File: src/rtl/apb_pkg.sv
// Shared APB definitions: transfer state encoding and default bus widths.
// Reused by the requester and by the peripheral slaves.
package apb_pkg;

  typedef enum logic [1:0] {
    IDLE   = 2'd0,
    SETUP  = 2'd1,
    ACCESS = 2'd2,
    RESP   = 2'd3
  } apb_state_t;

  localparam int APB_DATA_W = 9;
  localparam int APB_ADDR_W = 1;

endpackage

File: src/rtl/apb_wait_counter.sv
// Saturating wait-state counter for the APB requester. Counts ACCESS cycles
// with pready low and flags the cycle on which the next count reaches TIMEOUT.
module apb_wait_counter #(
  parameter int TIMEOUT = 15
) (
  input  logic clk,
  input  logic reset,
  input  logic clr,
  input  logic en,
  output logic expired
);

  localparam int CW = (TIMEOUT > 0) ? $clog2(TIMEOUT + 1) : 1;
  localparam logic [CW-1:0] SAT  = (TIMEOUT > 0) ? CW'(TIMEOUT) : '1;
  localparam logic [CW-1:0] LAST = (TIMEOUT > 0) ? CW'(TIMEOUT - 1) : '0;

  logic [CW-1:0] count_q;
  logic [CW-1:0] count_d;

  always_comb begin
    count_d = count_q;
    if (clr) begin
      count_d = '0;
    end else if (en && (count_q != SAT)) begin
      count_d = count_q + 1'b1;
    end
  end

  always_ff @(posedge clk or negedge reset) begin
    if (!reset) begin
      count_q <= '0;
    end else begin
      count_q <= count_d;
    end
  end

  // Looks one count ahead so the abort lands on the TIMEOUT-th waiting cycle.
  assign expired = (TIMEOUT > 0) && (count_q == LAST);

endmodule

File: src/rtl/apb_master.sv
// Single-outstanding APB requester: one valid/ready command becomes one APB
// transfer, answered on a valid/ready response channel with a bounded wait.
module apb_master
  import apb_pkg::*;
#(
  parameter int DATA_W  = APB_DATA_W,
  parameter int ADDR_W  = APB_ADDR_W,
  parameter int TIMEOUT = 15
) (
  input  logic              clk,
  input  logic              reset,
  input  logic              cmd_valid,
  output logic              cmd_ready,
  input  logic              cmd_write,
  input  logic [ADDR_W-1:0] cmd_addr,
  input  logic [DATA_W-1:0] cmd_wdata,
  output logic              rsp_valid,
  input  logic              rsp_ready,
  output logic [DATA_W-1:0] rsp_rdata,
  output logic              rsp_err,
  output logic              rsp_timeout,
  output logic              psel,
  output logic              penable,
  output logic              pwrite,
  output logic [ADDR_W-1:0] paddr,
  output logic [DATA_W-1:0] pwdata,
  input  logic [DATA_W-1:0] prdata,
  input  logic              pready,
  input  logic              pslverr
);

  apb_state_t        state_q, state_d;
  logic              psel_q, psel_d;
  logic              penable_q, penable_d;
  logic              pwrite_q, pwrite_d;
  logic [ADDR_W-1:0] paddr_q, paddr_d;
  logic [DATA_W-1:0] pwdata_q, pwdata_d;
  logic              rsp_valid_q, rsp_valid_d;
  logic [DATA_W-1:0] rsp_rdata_q, rsp_rdata_d;
  logic              rsp_err_q, rsp_err_d;
  logic              rsp_timeout_q, rsp_timeout_d;

  logic cnt_clr;
  logic cnt_en;
  logic cnt_expired;

  apb_wait_counter #(
    .TIMEOUT (TIMEOUT)
  ) u_wait_counter (
    .clk     (clk),
    .reset   (reset),
    .clr     (cnt_clr),
    .en      (cnt_en),
    .expired (cnt_expired)
  );

  always_comb begin
    state_d       = state_q;
    psel_d        = psel_q;
    penable_d     = penable_q;
    pwrite_d      = pwrite_q;
    paddr_d       = paddr_q;
    pwdata_d      = pwdata_q;
    rsp_valid_d   = rsp_valid_q;
    rsp_rdata_d   = rsp_rdata_q;
    rsp_err_d     = rsp_err_q;
    rsp_timeout_d = rsp_timeout_q;
    cnt_clr       = 1'b0;
    cnt_en        = 1'b0;

    case (state_q)
      IDLE: begin
        if (cmd_valid) begin
          state_d  = SETUP;
          psel_d   = 1'b1;
          pwrite_d = cmd_write;
          paddr_d  = cmd_addr;
          pwdata_d = cmd_wdata;
          cnt_clr  = 1'b1;
        end
      end
      SETUP: begin
        state_d   = ACCESS;
        penable_d = 1'b1;
      end
      ACCESS: begin
        // A completing slave wins over a timeout landing in the same cycle.
        if (pready) begin
          state_d       = RESP;
          psel_d        = 1'b0;
          penable_d     = 1'b0;
          rsp_valid_d   = 1'b1;
          rsp_rdata_d   = pwrite_q ? '0 : prdata;
          rsp_err_d     = pslverr;
          rsp_timeout_d = 1'b0;
        end else begin
          cnt_en = 1'b1;
          if (cnt_expired) begin
            state_d       = RESP;
            psel_d        = 1'b0;
            penable_d     = 1'b0;
            rsp_valid_d   = 1'b1;
            rsp_rdata_d   = '0;
            rsp_err_d     = 1'b1;
            rsp_timeout_d = 1'b1;
          end
        end
      end
      RESP: begin
        if (rsp_ready) begin
          state_d     = IDLE;
          rsp_valid_d = 1'b0;
        end
      end
      default: begin
        state_d = IDLE;
      end
    endcase
  end

  always_ff @(posedge clk or negedge reset) begin
    if (!reset) begin
      state_q       <= IDLE;
      psel_q        <= 1'b0;
      penable_q     <= 1'b0;
      pwrite_q      <= 1'b0;
      paddr_q       <= '0;
      pwdata_q      <= '0;
      rsp_valid_q   <= 1'b0;
      rsp_rdata_q   <= '0;
      rsp_err_q     <= 1'b0;
      rsp_timeout_q <= 1'b0;
    end else begin
      state_q       <= state_d;
      psel_q        <= psel_d;
      penable_q     <= penable_d;
      pwrite_q      <= pwrite_d;
      paddr_q       <= paddr_d;
      pwdata_q      <= pwdata_d;
      rsp_valid_q   <= rsp_valid_d;
      rsp_rdata_q   <= rsp_rdata_d;
      rsp_err_q     <= rsp_err_d;
      rsp_timeout_q <= rsp_timeout_d;
    end
  end

  assign cmd_ready   = (state_q == IDLE);
  assign psel        = psel_q;
  assign penable     = penable_q;
  assign pwrite      = pwrite_q;
  assign paddr       = paddr_q;
  assign pwdata      = pwdata_q;
  assign rsp_valid   = rsp_valid_q;
  assign rsp_rdata   = rsp_rdata_q;
  assign rsp_err     = rsp_err_q;
  assign rsp_timeout = rsp_timeout_q;

endmodule

File: config.mk
export PLATFORM = sky130hd
export DESIGN_NAME = apb_master
export DESIGN_NICKNAME = d
export VERILOG_FILES = /design/src/rtl/apb_pkg.sv /design/src/rtl/apb_wait_counter.sv /design/src/rtl/apb_master.sv
export SDC_FILE = /design/constraint.sdc
export NUM_CORES = 1
export LEC_CHECK = 0
export CORE_MARGIN = 5
export CORE_UTILIZATION = 43
export CTS_CLUSTER_SIZE = 30
export DETAILED_ROUTE_END_ITERATION = 16
export GPL_TIMING_DRIVEN = 0
export PLACE_DENSITY = 0.81
export SETUP_SLACK_MARGIN = 0.3
export SLEW_MARGIN = 20
export SYNTH_ARGS = -nofsm -noshare
export SYNTH_HDL_FRONTEND = slang
export SYNTH_HIERARCHICAL = 1
export SYNTH_SLANG_ARGS = --single-unit
File: constraint.sdc
create_clock -name clk -period 2.4 [get_ports clk]
set_clock_uncertainty 0.15 [all_clocks]
set_input_delay 0.48 -clock clk [delete_from_list [all_inputs] [get_ports clk]]
set_output_delay 0.48 -clock clk [all_outputs]
set_load 0.03 [all_outputs]
==> results.tsv, run 1 <==
metric	value	unit
largest net degree at the start of global routing	32	
Rel. slew slack	54.67	%
initial DRC count	39	
Hold Path Class	in -> async	
dpl cells	220	
Max Fclk	0.4967	GHz
Routed WL	3202	um
Worst EP arrival	1.38	ns
post-layout minimum cycle time	2.013	ns
chip height	67.17	um
IO Port Bufs	51	
Setup CP Type	reg -> out	
initial antenna violation count	0	
Die Wd	67.17	um
Crit path depth	1	
antenna cells	0	
first-pass GRT wire length	5237	um
r2r setup slk	0.49	ns
register area share after synthesis	55.21	%
DR WL/cell	14.04	um
Top Ports	52	
Mapped Area	1405	um2
Tightest Pin Transition	0.6800	ns
Hold Vio Cnt, Final	0	
Yosys top cell by area	dfrtp_1	
Syn Nets	157	
Warnings, synthesis	6	
num rows	20	
share of the synthesized area in the top cell type	55.21	%
vias in the first global route	1177	
gr ovfl total	0	
antenna-violating nets left	0	
CTS Root Cell	clkbuf_4	
crit start category	flip-flop	
CTS tree	built	
RSZ-0062 raised after global routing	no	
DR pass1 iterations	4	
Syn Inst Count	125	
Buf/Inv on CP	1	
CTS Hold Buffers Added	0	
CP endpoint kind	output port	
Crit path required time	1.77	ns
clock-pin slew on the worst setup and hold paths	0.09	ns
post-DR vias/cell	4.882	
worst path cell trace	clkdlybuf4s50_1	
delay-heaviest family, CP	buffers and inverters	
CORE AREA	3103	um2
Yosys cell types	28	
fin util	64.88	%
final slew viol count	0	
Layout Nets	215	
Mean Syn Cell Area	11.24	um2
CTS Buf Count	5	
routability congestion estimate	0.6564	
final critical-path share of the clock period	83.88	%
Worst-Skew Late Latency	0.32	ns
Sink Count	31	
effective utilization at floorplan	45.28	%
layout cell share with drive strength beyond 1	11.96	%
Via Count	1113	
maxcap violations	0	
die area	4511	um2
Synth area leaders	dfrtp_1 55%, mux2_1 8.0%, nand2_1 6.7%, ha_1 5.3%, o21ai_1 3.6%	
IR drop worst, VDD	0.0006022	V
post-route setup TNS	0	ns
critical path fanouts, max	3	
Tot GR Track Use	15.66	%
Worst Reg-to-Reg Cells	7	
H-tree depth	2	
# setup viols final	0	
Non-Filler Instances	228	
Area growth, synth to finish	43.28	%
pwr/cell area	1342	nW/um2
CP peak stage delay	0.68	ns
Post-DP HPWL	2538	um
flops & latches, synth	31	
CP max-delay cell	clkdlybuf4s50_1	
DRC Markers	0	
run status	finished, final reports clean	
clock buffer depth	2	
leakage dissipation	0.0008958	uW
==> timing repair <==
item                       in CTS  in global routing
gates cloned                    0                  0
setup endpoints to repair       1                  2
gates resized for setup         3                  3
buffers inserted                0                  0
==> registers in the layout, summed over array words and instances (netlist names) <==
signal,cells
rsp_valid,1
psel,1
paddr,1
state_q,2
penable,1
rsp_err,1
u_wait_counter/count_q,4
pwrite,1
pwdata,9
rsp_timeout,1
rsp_rdata,9
==> worst paths after layout <==
kind | startpoint | to
max in group asynchronous | reset | state_q[1]
min in group clk | rsp_rdata[3] | rsp_rdata[3]
worst max-delay path | psel | psel
worst min register to register | rsp_rdata[3] | rsp_rdata[3]
worst max register to register | state_q[0] | u_wait_counter/count_q[1]
worst min-delay path | reset | rsp_rdata[5]
==> synth_stat cells, drive strengths merged <==
cell type / n
mux2: 14
nand4: 1
buf: 4
and3: 2
a21oi: 2
and4b: 1
ha: 6
o311ai: 1
nand2: 25
o21ai: 16
dfrtp: 31
a221oi: 1
and2b: 1
o32a: 1
nor3: 1
a22o: 1
or2: 1
nor2: 5
nor2b: 5
inv: 5
nand2b: 1
==> cell families after synthesis <==
kind of cell / count (synthesis) / share of synthesized area [%]
buffers and inverters: 9 / 2.761
multiplexers: 14 / 11.75
AND/OR/NAND/NOR: 43 / 15.23
adder cells (fa/ha/maj): 6 / 5.343
AO/OA/AOI/OAI: 22 / 9.706
flip-flops: 31 / 55.21
==> layer usage <==
layer	track usage, %	routed length, um
met1	15.57	1294
met2	29.94	1669
met3	5.491	216
met4	5.063	22
met5	0	0
==> final cells by class <==
| cell class | count | area (um2) |
|---|---|---|
| inverter | 5 | 18.77 |
| buffer | 4 | 20.02 |
| timing repair buffer | 51 | 503.0 |
| fill | 265 | 1090 |
| tap | 44 | 55.05 |
| sequential | 31 | 775.7 |
| clock buffer | 7 | 45.04 |
| multi-input combinational | 85 | 590.6 |
| clock inverter | 1 | 5.005 |
==> power by group <==
part           switching (uW)  internal (uW)  leakage [uW]  total (uW)
Clock                     165            114     0.0000293         279
Combinational             839            662      0.000482        1500
Sequential                151            772      0.000385         923
==> per-stage QoR <==
step | hold slack (ns) | setup slack [ns] | total power (uW) | instance area [um2]
2_1_floorplan | 0.03441 | 0.4513 | 1833 | 1405
3_3_place_gp | 0.3197 | 0.1959 | 2404 | 1971
3_5_place_dp | 0.3251 | 0.2559 | 2466 | 1966
4_1_cts | 0.05338 | 0.3574 | 2749 | 2017
5_1_grt | 0.06967 | 0.3217 | 2892 | 2013
6_report | 0.04001 | 0.3868 | 2702 | 2013
==> placed cells by master (no fill, tap or decap), types with 2 or more instances in the layout <==
| cell type | n |
|---|---|
| clkbuf_1 | 2 |
| nor2b_1 | 4 |
| ha_1 | 6 |
| clkbuf_4 | 5 |
| mux2_4 | 2 |
| clkdlybuf4s50_1 | 48 |
| a21oi_1 | 2 |
| inv_1 | 5 |
| dfrtp_1 | 31 |
| mux2_1 | 10 |
| o21ai_0 | 5 |
| nor2_1 | 4 |
| o21ai_1 | 10 |
| buf_2 | 6 |
| mux2_2 | 2 |
| nand2_1 | 25 |
No activity file was read; power rests on OpenSTA's default activity.
==> run 2: changes to the inputs <==
CORE_UTILIZATION = 39   (was 43)
PLACE_DENSITY = 0.78   (was 0.81)
clock period = 1.65 ns   (was 2.4 ns; I/O delays follow)
==> run 2 against run 1 <==
Effect of this change: register-to-register slack lost 0.55 ns; critical path depth grew 5; sequential power grew 53%; hold slack gained 0.33 ns; global-route usage grew 0.79 points; worst setup slack lost 0.45 ns; critical path type is now reg -> reg; the flow now finishes with violations (negative setup slack); non-clock buffer count grew 34; cell area grew 26%; first-iteration DRC count grew 54%.
==> results.tsv, run 2 (same netlist as run 1, synthesis figures left out) <==
metric	value	unit	change
placed instance area	2059	um2	+4.8%
CORE AREA	3416	um2	+10%
Hold Path Class	reg -> reg		
worst path cell trace	inv_2 > ha_4 > and3_4 > nor2_4 > a221oi_4 > mux2_4		
CTS Root Cell	clkbuf_4		
Top Ports	52		unchanged
first-pass GRT wire length	6292	um	+20%
Tot GR Track Use	16.45	%	+0.79 points
Max Fclk	0.5843	GHz	
grt met1 use	18.59	%	+3.0 points
pre-CTS setup slack	-0.3204	ns	-0.5764 ns
total power	5202	uW	+92%
worst hold margin	0.3662	ns	+0.3262 ns
CP peak stage delay	0.41	ns	-0.27 ns
IR drop worst, VDD	0.001043	V	+73%
antenna cells	0		unchanged
CTS tree	built		
initial antenna violation count	0		unchanged
DR pass1 iterations	4		unchanged
post-DR vias/cell	4.867		-0.30%
Buf/Inv on CP	1		unchanged
H-tree depth	2		unchanged
final critical-path share of the clock period	103.7	%	
DR WL/cell	15.39	um	+9.6%
effective utilization at floorplan	41.14	%	-4.1 points
Post-Layout Inst Area	2529	um2	+26%
CTS Buf Count	5		unchanged
chip height	70.03	um	+4.3%
largest net degree at the start of global routing	32		unchanged
final worst slack	-0.06132	ns	-0.4481 ns
critical path fanouts, max	2		-1
gr ovfl total	0		unchanged
clock-pin slew on the worst setup and hold paths	0.10	ns	about the same
IO Port Bufs	51		unchanged
CP max-delay cell	dfrtp_1		
final slew viol count	0		unchanged
Sink Count	31		unchanged
vias in the first global route	1311		+11%
initial DRC count	60		+54%
layout cell share with drive strength beyond 1	47.00	%	+35 points
Post-DP HPWL	2485	um	-2.1%
die area	4904	um2	+8.7%
maxcap violations	0		unchanged
pwr/cell area	2057	nW/um2	+53%
most frequent cells in the layout	33 x buf_6, 31 x dfrtp_1, 26 x buf_4		
# setup viols final	16		+16
met2 Track Usage GR	27.81	%	-2.1 points
fill count	217		-18%
Tightest Pin Transition	0.6949	ns	+0.01495 ns
post-layout minimum cycle time	1.711	ns	
Routed WL	4048	um	+26%
Worst EP arrival	1.79	ns	+0.41 ns
post-route setup TNS	-0.3654	ns	-0.3654 ns
DRC Markers	0		unchanged
num rows	21		+5.0%
commonest non-fill, non-tap cell in the layout	buf_6		
Layout Nets	249		+16%
antenna-violating nets left	0		unchanged
GR met3 Demand/Resource	6.169	%	+0.68 points
Worst-Skew Late Latency	0.34	ns	+0.02 ns
Hold Vio Cnt, Final	0		unchanged
routability congestion estimate	0.7169		+9.2%
Area growth, synth to finish	79.96	%	
Via Count	1280		+15%
delay-heaviest family, CP	flip-flops		
crit start category	flip-flop		
RSZ-0062 raised after global routing	yes		
clock buffer depth	2		unchanged
Setup CP Type	reg -> reg		
CP endpoint kind	flip-flop		
Die Wd	70.03	um	+4.3%
Crit path required time	1.73	ns	-0.04 ns
failing checks	negative setup slack		
Rel. slew slack	53.67	%	-1.0 points
run status	finished, violations left		
leakage dissipation	0.001219	uW	+36%
busiest grt layer	met2		
run 2: changes by cell type in the layout (fill, tap and decap cells not counted), sizes merged:
cell	change
buf	+58
clkbuf	-1
clkdlybuf4s50	-25
dlygate4sd2	+1
dlygate4sd3	+1
dlymetal6s2s	-1
run 2: where the power goes:
part | switching, uW | leakage (uW) | total (uW) | internal, uW
combinational | 1520 | 0.000800 | 3330 | 1810
sequential | 283 | 0.000385 | 1410 | 1130
clock | 262 | 0.0000341 | 459 | 197
total | 2070 | 0.00122 | 5200 | 3130
run 2: cell type report:
class	instances	area [um2]	share of cell area [%]
timing repair buffer	85	845.8	33.45
tap	46	57.56	2.276
inverter	5	21.27	0.8412
clock inverter	1	5.005	0.1979
clock buffer	6	51.30	2.029
buffer	4	47.55	1.880
multi-input combinational	85	724.4	28.65
sequential	31	775.7	30.68
run 2: metrics by stage:
stage / instances / util (%)
final: 263 / 74.03
after global routing: 263 / 74.03
after global placement: 222 / 60.44
after detailed placement: 222 / 60.29
after CTS: 254 / 70.99
after floorplan: 125 / -
run 2: metal layers:
metal	routed length, um	share of wire [%]
met1	1626	40
met2	2107	52
met3	207	5.1
met4	106	2.6
met5	0	0
run 2: path summary, 6_finish.rpt:
path,endpoint,depth (start not counted),slack [ns],start
setup / recovery,state_q[1],6,-0.06,u_wait_counter/count_q[0]
hold / removal,rsp_timeout,2,0.37,rsp_timeout
setup reg to reg,state_q[1],6,-0.06,u_wait_counter/count_q[0]
hold reg to reg,rsp_timeout,2,0.37,rsp_timeout
max in group asynchronous,rsp_valid,2,0.48,reset
min in group asynchronous,u_wait_counter/count_q[3],2,0.43,reset
run 2: timing repair:
item / CTS / global route
pin swaps: 6 / 5
hold buffers: 1 / 0
gates resized for setup: 199 / 9
endpoints found under the hold margin: 31 / 0
buffers inserted: 21 / 9
cloned: 3 / 0
endpoints found under the setup margin: 57 / 57
run 2: worst register-to-register path, stage by stage, from the launching register on:
cell and delay [ns]:
dfrtp_1 0.41, inv_2 0.09, ha_4 0.13, and3_4 0.20, nor2_4 0.04, a221oi_4 0.27, mux2_4 0.32
==> run 3: changes to the inputs <==
==> constraint.sdc (replaced) <==
create_clock -name clk -period 1.65 [get_ports clk]
set_clock_uncertainty 0.15 [all_clocks]
set_input_delay 0.165 -clock clk [delete_from_list [all_inputs] [get_ports clk]]
set_output_delay 0.165 -clock clk [all_outputs]
set_load 0.03 [all_outputs]
==> run 3 against run 2 <==
Effect of this change: the run still ends with negative setup slack left; global-route usage fell by 0.46 points; utilization fell by 7.2 points; combinational power fell by 18%; fmax rose by 0.14%; via count fell by 5.7%; sequential share of layout area rose by 3.3 points; non-clock buffer count fell by 15; critical path depth did not move; critical endpoint unchanged; largest cell class is now registers; largest power group unchanged.
==> results.tsv, run 3 (same netlist as run 1, synthesis figures left out) <==
metric	value	unit	change
run status	finished, violations left		
failing checks	negative setup slack		
clock buffer depth	2		unchanged
Sink Count	31		unchanged
RSZ-0062 raised after global routing	yes		
largest net degree at the start of global routing	32		unchanged
critical path fanouts, max	2		unchanged
initial DRC count	56		-6.7%
startpoint of the worst hold path	prdata[1]		
worst r2r src	u_wait_counter/count_q[0]		
cell depth of the worst min-delay path	3		+1
num rows	21		unchanged
Tot GR Track Use	15.99	%	-0.46 points
Top Ports	52		unchanged
antenna cells	0		unchanged
Area growth, synth to finish	62.51	%	
CTS tree	built		
H-tree depth	2		unchanged
post-DR vias/cell	4.867		about the same
effective utilization at floorplan	41.14	%	unchanged
IR drop worst, VDD	0.001068	V	+2.4%
final worst slack	-0.05889	ns	+0.002424 ns
Worst-Skew Late Latency	0.33	ns	about the same
initial antenna violation count	0		unchanged
r2r setup slk	-0.06	ns	about the same
chip height	70.03	um	unchanged
antenna-violating nets left	0		unchanged
commonest non-fill, non-tap cell in the layout	dfrtp_1		
Worst EP arrival	1.78	ns	about the same
CP max-delay cell	dfrtp_1		
gr ovfl total	0		unchanged
Post-DP HPWL	2485	um	unchanged
post-layout minimum cycle time	1.709	ns	-0.002424 ns
DR pass1 iterations	4		unchanged
crit start category	flip-flop		
# setup viols final	16		unchanged
die area	4904	um2	unchanged
CORE AREA	3416	um2	unchanged
Hold EP	rsp_rdata[1]		
vias in the first global route	1256		-4.2%
Routed WL	3819	um	-5.7%
Setup CP Type	reg -> reg		
P_int	2601	uW	-17%
combinational share of power	60.1	%	-4.0 points
Post-Layout Inst Area	2283	um2	-9.7%
Hold Path Class	in -> reg		
pwr/cell area	1993	nW/um2	-3.1%
leakage dissipation	0.001103	uW	-9.6%
IO Port Bufs	51		unchanged
clock-pin slew on the worst setup and hold paths	0.09	ns	about the same
Die Wd	70.03	um	unchanged
CTS Buf Count	5		unchanged
first-pass GRT wire length	6092	um	-3.2%
sw frac	42.85	%	+3.1 points
final critical-path share of the clock period	103.6	%	-0.15 points
Clk pwr share	9.9	%	+1.1 points
placed instance area	2059	um2	unchanged
CP endpoint kind	flip-flop		
fill count	268		+24%
Tightest Pin Transition	0.6871	ns	-0.007885 ns
delay-heaviest family, CP	flip-flops		
P_sw	1950	uW	-5.7%
maxcap violations	0		unchanged
Crit path required time	1.72	ns	about the same
Seq pwr share	29.9	%	+2.8 points
Worst Reg-to-Reg Cells	6		unchanged
Hold Vio Cnt, Final	0		unchanged
DR WL/cell	15.40	um	about the same
Buf/Inv on CP	1		unchanged
routability congestion estimate	0.7169		unchanged
CP peak stage delay	0.41	ns	about the same
CTS Root Cell	clkbuf_4		
Layout Nets	234		-6.0%
layout cell share with drive strength beyond 1	44.06	%	-2.9 points
reg2reg end	state_q[1]		
DRC Markers	0		unchanged
Max Fclk	0.5852	GHz	+0.14%
Rel. slew slack	54.20	%	+0.53 points
worst path cell trace	inv_2 > ha_4 > and3_4 > nor2_4 > a221oi_4 > mux2_4		
final slew viol count	0		unchanged
dpl cells	222		unchanged
Non-Filler Instances	248		-5.7%
Via Count	1207		-5.7%
most frequent cells in the layout	31 x dfrtp_1, 25 x buf_2, 24 x clkdlybuf4s50_1		
[run 3: how the worst max path moves through the flow]
stage / startpoint / end / slack, ns / depth (start not counted)
floorplan: u_wait_counter/count_q[0] / state_q[1] / -0.02 / 6
global placement: reset / state_q[1] / -0.26 / 1
detailed placement: u_wait_counter/count_q[0] / state_q[1] / -0.16 / 6
CTS: u_wait_counter/count_q[0] / state_q[1] / -0.12 / 6
global route: u_wait_counter/count_q[0] / rsp_rdata[0] / -0.13 / 8
finish: u_wait_counter/count_q[0] / state_q[1] / -0.06 / 6
[run 3: worst min-delay path, cell delays in order]
cell             delay (ns)
clkdlybuf4s50_1        0.40
nand2_1                0.06
o21ai_1                0.05
[run 3: metrics by stage]
step | setup TNS [ns] | power, uW | util (%) | hold slack, ns | worst slack, ns
5_1_grt | -1.731 | 4832 | 66.85 | 0.2004 | -0.1296
4_1_cts | -0.3383 | 4546 | 68.64 | 0.2056 | -0.1209
3_3_place_gp | -8.391 | 3752 | 60.44 | 0.3173 | -0.2558
3_5_place_dp | -0.7893 | 3829 | 60.29 | 0.09497 | -0.1612
6_report | -0.4139 | 4551 | 66.85 | 0.2136 | -0.05889
2_1_floorplan | -0.02445 | 2908 | - | -0.2806 | -0.02445
[run 3: what timing repair did]
item	4_1_cts	5_1_grt
setup endpoints to repair	57	54
setup buffers	11	4
cloned	3	0
endpoints found under the hold margin	31	0
gates resized for setup	100	56
hold buffers	1	0
pin swaps	6	5
[run 3: per-layer routing]
metal	vias up	track usage, %	wire, um
met5	-	0	0
met4	0	6.596	78
met3	7	6.313	187
met2	41	26.97	1921
met1	577	17.93	1631
li1	582	-	-
[run 3: area by class of cell]
class	instances	area, um2	area share, %
plain buffers	4	47.55	2.082
clock buffers	6	51.30	2.247
clock inverters	1	5.005	0.2192
inverters	5	21.27	0.9315
multi-input cells	85	730.7	32.00
flip-flops and latches	31	775.7	33.97
well taps	46	57.56	2.521
repair buffers	70	594.3	26.03
[run 3: power groups by stage]
stage / clock network [uW] / registers [uW] / logic (uW)
floorplan: 0 / 1960 / 945
global placement: 0 / 1360 / 2390
detailed placement: 0 / 1380 / 2450
CTS: 464 / 1350 / 2730
global route: 501 / 1410 / 2920
finish: 453 / 1360 / 2740
